### src/rtl/cmp_initiator.sv
// rtl/cmp_initiator.sv - request/response sequencer that drives the ALU comparator for a settle window
// Optional macro CMP_INIT_CHECK_EN: full consistency decode of cmp_y/flags with rsp_err active.
module cmp_initiator #(
  parameter int WIDTH  = 8,
  parameter int SETTLE = 1
) (
  input  logic             clk,
  input  logic             rst_n,
  input  logic             req_valid,
  output logic             req_ready,
  input  logic [WIDTH-1:0] req_a,
  input  logic [WIDTH-1:0] req_b,
  output logic [WIDTH-1:0] cmp_a,
  output logic [WIDTH-1:0] cmp_b,
  output logic             cmp_en_n,
  input  logic [WIDTH-1:0] cmp_y,
  input  logic             cmp_carry,
  input  logic             cmp_zero,
  output logic             rsp_valid,
  input  logic             rsp_ready,
  output logic             rsp_lt,
  output logic             rsp_gt,
  output logic             rsp_eq,
  output logic             rsp_err
);

  typedef enum logic [1:0] {IDLE, DRIVE, RESP} state_t;

  state_t           state_q;
  logic [3:0]       cnt_q;
  logic [WIDTH-1:0] a_q, b_q;
  logic             en_n_q, req_ready_q, rsp_valid_q;
  logic             lt_q, gt_q, eq_q, err_q;
  logic             lt_d, gt_d, eq_d, err_d;

`ifdef CMP_INIT_CHECK_EN
  localparam logic [WIDTH-1:0] YLt = WIDTH'(1);
  localparam logic [WIDTH-1:0] YGt = {1'b1, {(WIDTH-1){1'b0}}};

  // Only the three exact signatures a healthy comparator can produce are trusted.
  always_comb begin
    lt_d  = (cmp_y == YLt) && !cmp_zero && !cmp_carry;
    gt_d  = (cmp_y == YGt) && !cmp_zero && !cmp_carry;
    eq_d  = (cmp_y == '0)  &&  cmp_zero && !cmp_carry;
    err_d = !(lt_d || gt_d || eq_d);
  end
`else
  logic unused_flags;
  assign unused_flags = cmp_carry ^ cmp_zero ^ (^cmp_y);

  always_comb begin
    lt_d  = cmp_y[0];
    gt_d  = cmp_y[WIDTH-1];
    eq_d  = ~cmp_y[0] & ~cmp_y[WIDTH-1];
    err_d = 1'b0;
  end
`endif

  always_ff @(posedge clk or negedge rst_n) begin
    if (!rst_n) begin
      state_q     <= IDLE;
      cnt_q       <= '0;
      a_q         <= '0;
      b_q         <= '0;
      en_n_q      <= 1'b1;
      req_ready_q <= 1'b1;
      rsp_valid_q <= 1'b0;
      lt_q        <= 1'b0;
      gt_q        <= 1'b0;
      eq_q        <= 1'b0;
      err_q       <= 1'b0;
    end else begin
      case (state_q)
        IDLE: begin
          if (req_valid) begin
            a_q         <= req_a;
            b_q         <= req_b;
            en_n_q      <= 1'b0;
            cnt_q       <= 4'(SETTLE);
            req_ready_q <= 1'b0;
            state_q     <= DRIVE;
          end
        end
        DRIVE: begin
          // Sample on the edge where the counter reaches zero.
          if (cnt_q == 4'd1) begin
            cnt_q       <= '0;
            lt_q        <= lt_d;
            gt_q        <= gt_d;
            eq_q        <= eq_d;
            err_q       <= err_d;
            en_n_q      <= 1'b1;
            rsp_valid_q <= 1'b1;
            state_q     <= RESP;
          end else begin
            cnt_q <= cnt_q - 4'd1;
          end
        end
        RESP: begin
          if (rsp_ready) begin
            rsp_valid_q <= 1'b0;
            req_ready_q <= 1'b1;
            state_q     <= IDLE;
          end
        end
        default: state_q <= IDLE;
      endcase
    end
  end

  assign req_ready = req_ready_q;
  assign cmp_a     = a_q;
  assign cmp_b     = b_q;
  assign cmp_en_n  = en_n_q;
  assign rsp_valid = rsp_valid_q;
  assign rsp_lt    = lt_q;
  assign rsp_gt    = gt_q;
  assign rsp_eq    = eq_q;
  assign rsp_err   = err_q;

endmodule

### config.mk
export PLATFORM = sky130hd
export DESIGN_NAME = cmp_initiator
export DESIGN_NICKNAME = d
export VERILOG_FILES = /design/src/rtl/cmp_initiator.sv
export SDC_FILE = /design/constraint.sdc
export NUM_CORES = 1
export LEC_CHECK = 0
export CORE_ASPECT_RATIO = 0.7
export CORE_MARGIN = 10
export CORE_UTILIZATION = 40
export DETAILED_ROUTE_END_ITERATION = 12
export PLACE_DENSITY = 0.73
export SLEW_MARGIN = 10
export SYNTH_ARGS = -nofsm -noshare
export SYNTH_HDL_FRONTEND = slang
export SYNTH_SLANG_ARGS = --single-unit
### constraint.sdc
create_clock -name clk -period 2.95 [get_ports clk]
set_clock_uncertainty 0.1 [all_clocks]
set_input_delay 0.59 -clock clk [delete_from_list [all_inputs] [get_ports clk]]
set_output_delay 0.59 -clock clk [all_outputs]
set_load 0.1 [all_outputs]
# [Word level (Yosys, flattened, before mapping)]
# Index checks and enable logic that the tools add are counted.
[totals] reg_bits=28 word_cells=45 inputBits=30
[op_classes] bitwise_logic=3 n_reduce_logical=11 add_sub_neg=1 n_eq_ne=6 mux=14
[ops] cell="3-bit AND reduction" n=4
[ops] cell="4-bit 2-to-1 mux" n=2
[ops] cell="4-bit case mux with 2 select lines" n=1
[ops] cell="2-bit 2-to-1 mux" n=3
[ops] cell="2-bit != test (second input constant)" n=3
[ops] cell="1-bit case mux with 2 select lines" n=3
[ops] cell="2-bit case mux with 3 select lines" n=1
[ops] cell="2-bit AND reduction" n=3
[ops] cell="2-bit nonzero test" n=3
[ops] cell="4-bit by 1-bit == test with 1-bit output (second input constant)" n=1
[ops] cell="1-bit 2-to-1 mux" n=4
[ops] cell="4-bit by 1-bit subtractor with 4-bit output (second input constant)" n=1
[ops] cell="2-bit by 1-bit == test with 1-bit output (second input constant)" n=1
[ops] cell="2-bit == test (second input constant)" n=1
[ops] cell="2-bit zero test" n=1
[ops] cell="1-bit NOT" n=2
[ops] cell="1-bit AND" n=1

# [Logic depth before layout (Yosys ltp)]
[logic_depth] word_depth=3 mapped_depth=6 mapped_depth_nobuf=5

# [Least setup slack after synthesis]
# OpenSTA, ideal clock, no wires.
[synth_timing] path_type="register to register" startpoint="register cnt_q[1]" endpoint="register eq_q, in the netlist rsp_eq" t_arrival_ns=1.685 required_time_ns=2.725 path_stages_with_launch=7 slack_ns=1.040 synth_period_minus_slack_ns=1.910 path_buffers=1 setup_time_ns=0.125 cell_sequence="dfrtp_1 -> inv_1 -> ha_1 -> or3b_4 -> or3_1 -> buf_6 -> mux2_4"
[synth_between] elab_chain_cells=2
[synth_lines] element="start: declaration" line="30" text="logic [3:0] cnt_q;"
[synth_lines] element="start signal: assignment" line="79" text="cnt_q <= 4'(SETTLE);"
[synth_lines] element="start signal: assignment" line="96" text="cnt_q <= cnt_q - 4'd1;"
[synth_lines] element="4-bit by 1-bit == test with 1-bit output" line="86" text="if (cnt_q == 4'd1) begin"
[synth_lines] element="2-bit AND reduction (no line)"
[synth_lines] element="end signal: assignment" line="90" text="eq_q <= eq_d;"
[synth_lines] element="end: declaration" line="33" text="logic lt_q, gt_q, eq_q, err_q;"
# No other way between the ends.
# A chain may end at the register's enable or synchronous reset.

# [Worst setup path in the final report]
[layout_timing] startpoint="register cnt_q[1]" endpoint="register gt_q, in the netlist rsp_gt"
[layout_between] elab_chain_cells=2
[layout_lines] element="4-bit by 1-bit == test with 1-bit output" line="86"
[layout_lines] element="2-bit AND reduction (no line)"
[layout_lines] element="end signal: assignment" line="89" text="gt_q <= gt_d;"
[layout_lines] element="end: declaration" line="33"
# No other way between the ends.

==> impl_metrics.json <==
{
  "status": "finished clean",
  "clock_sinks": 28,
  "io_buffers": 43,
  "ys_seq_area_share_pct": 59.9,
  "critPathKind": "reg -> reg",
  "synth-seq-cells": 28,
  "firstDrtPassIters": 4,
  "cts_htree_levels": 1,
  "viasPerCell": 4.83,
  "cts.path.max_buffers": 2,
  "die_w_um": 84.8,
  "grt_max_degree": 29,
  "clk_latency_ps": 280,
  "place_congestion": 0.840,
  "start_util_pct": 41.9,
  "yosysWarnings": 0,
  "hold_path_depth": 2,
  "vias": 821,
  "cts_setup_buffers": 0,
  "die_y_um": 65.3,
  "num_antenna_cells": 0,
  "register_area_um2": 703,
  "cp-start-kind": "flop",
  "fin_crit_ps": 2060,
  "r2r.worst_path.cells": 5,
  "cts_resized": 0,
  "drive_gt1_share_pct": 39.6,
  "rows": 16,
  "antenna_found_initial": 0,
  "max_cap_violations": 0,
  "n_fill_cell": 235,
  "end_kind": "flop",
  "grt_setup_unrepaired": "no",
  "drc": 0,
  "grt_pass1_vias": 934,
  "synth_fp_nets": 120,
  "place_hpwl_um": 2040,
  "syn_area_um2": 1170,
  "syn_to_final_growth_pct": 41.1,
  "cts_tree": "built",
  "grt_pass1_wl_um": 4450,
  "hp-class": "reg -> reg",
  "ant_nets": 0,
  "routedWlPerCell_um": 15.7,
  "die_area_um2": 5540,
  "fin_nets": 167,
  "arrival_ps": 2130,
  "cts_made_buffers": 3,
  "slew_violations": 0,
  "io_pins": 53,
  "timing_hold_violations_final": 0,
  "crit_start": "cnt_q[1]",
  "setup-tns-final_ps": 0,
  "period_share_pct": 69.9,
  "regToRegEndpoint": "rsp_gt",
  "fmax_mhz": 485,
  "root_buffer": "clkbuf_8",
  "r2r_setup_slack_ps": 890,
  "ys_types": 27,
  "postCtsHoldBufs": 0,
  "syn_inst": 88,
  "core_area_um2": 2800,
  "min_to": "cmp_en_n",
  "overflow": 0,
  "track_usage_pct": 10.0,
  "drt_iter0_drc": 40,
  "crit_fanout": 7,
  "cts.clk_slew.worst_paths_ps": 90,
  "drt_wl_total_um": 2670,
  "setup_viol": 0,
  "multi_input_area_um2": 429,
  "hp-start": "cmp_en_n",
  "reg2reg_from": "cnt_q[1]",
  "post_synth.cell_area_avg_um2": 13.4,
  "worst-endpoint-required_ps": 3020
}
[flip-flops by register name, indices dropped and copies added (netlist names)]
signal,flops
rsp_lt,1
cmp_a,8
rsp_valid,1
state_q,2
cnt_q,4
cmp_en_n,1
req_ready,1
cmp_b,8
rsp_gt,1
rsp_eq,1
[per-stage QoR]
stage / hold slack, ps / setup WS, ps / std cells / cell area, um^2 / util [%]
2_1_floorplan: 194 / 1040 / 88 / 1170 / -
3_3_place_gp: 376 / 720 / 166 / 1590 / 56.6
3_5_place_dp: 390 / 681 / 166 / 1590 / 56.6
4_1_cts: 397 / 890 / 170 / 1660 / 59.2
5_1_grt: 422 / 802 / 170 / 1660 / 59.2
6_report: 390 / 888 / 170 / 1660 / 59.2
[placed cells by master (no fill, tap or decap), drive strengths merged]
cell type / instances
a21oi: 2
dfrtp: 26
nor2: 3
o21bai: 1
o21ai: 5
and3: 1
nor2b: 2
o311ai: 1
or3b: 1
buf: 24
o31ai: 1
ha: 2
nand2b: 2
mux2: 19
clkdlybuf4s50: 21
a21o: 1
nand2: 5
bufinv: 1
nand4b: 1
or3: 1
clkbuf: 3
dfstp: 2
nor4: 1
conb: 1
inv: 5
nand3: 2
[cell usage after synthesis (all sizes together)]
master / count / share of area, %
and3: 1 / 0.64
nand2: 5 / 1.6
o31ai: 1 / 0.64
or3: 1 / 0.53
or3b: 1 / 0.96
buf: 3 / 2.0
dfrtp: 26 / 55
dfstp: 2 / 4.5
o311ai: 1 / 0.75
o21bai: 1 / 0.64
mux2: 19 / 19
o21ai: 5 / 2.1
ha: 2 / 2.1
nor2b: 2 / 1.1
inv: 5 / 1.6
nor4: 1 / 0.53
a21o: 1 / 0.75
nor2: 3 / 1.2
a21oi: 2 / 0.85
nand2b: 2 / 1.1
conb: 1 / 0.32
nand3: 2 / 0.85
nand4b: 1 / 0.75
[worst max path at each step]
stage,end,depth (start not counted)
6_report,rsp_gt,5
5_1_grt,rsp_lt,5
4_1_cts,rsp_gt,5
3_5_place_dp,cmp_b[4],5
3_3_place_gp,cmp_a[5],5
2_1_floorplan,rsp_eq,6
[routing by layer]
metal | GRT usage [%] | wire length, um
met2 | 14.8 | 1150
met5 | 0 | 0
met1 | 11.5 | 1180
met4 | 3.07 | 31
met3 | 6.77 | 307
[layout make-up]
cell class	count	area share [%]
clock buffer	3	2.49
clock inverter	1	1.81
inverter	5	1.13
multi-input combinational	52	25.9
sequential	28	42.4
tap	36	2.72
timing repair buffer	45	23.5
[worst max-delay path: stages (launching register included)]
cell	delay, ps
dfrtp_1	420
inv_1	90
ha_1	130
or3b_4	390
or3_1	470
mux2_4	340
[kinds of logic (layout without fill, tap and decap cells)]
kind of cell | count (synthesis) | after routing | synth area share [%]
adder cells (fa/ha/maj) | 2 | 2 | 2.13
AO/OA/AOI/OAI | 11 | 11 | 5.75
buffers and inverters | 8 | 54 | 3.62
multiplexers | 19 | 19 | 19.2
AND/OR/NAND/NOR | 19 | 19 | 9.16
flip-flops | 28 | 28 | 59.9
other | 1 | 1 | 0.319
Power is left out: the tool's default activity adds up to more than one toggle a clock period on the data nets, which glitch-free logic cannot reach.
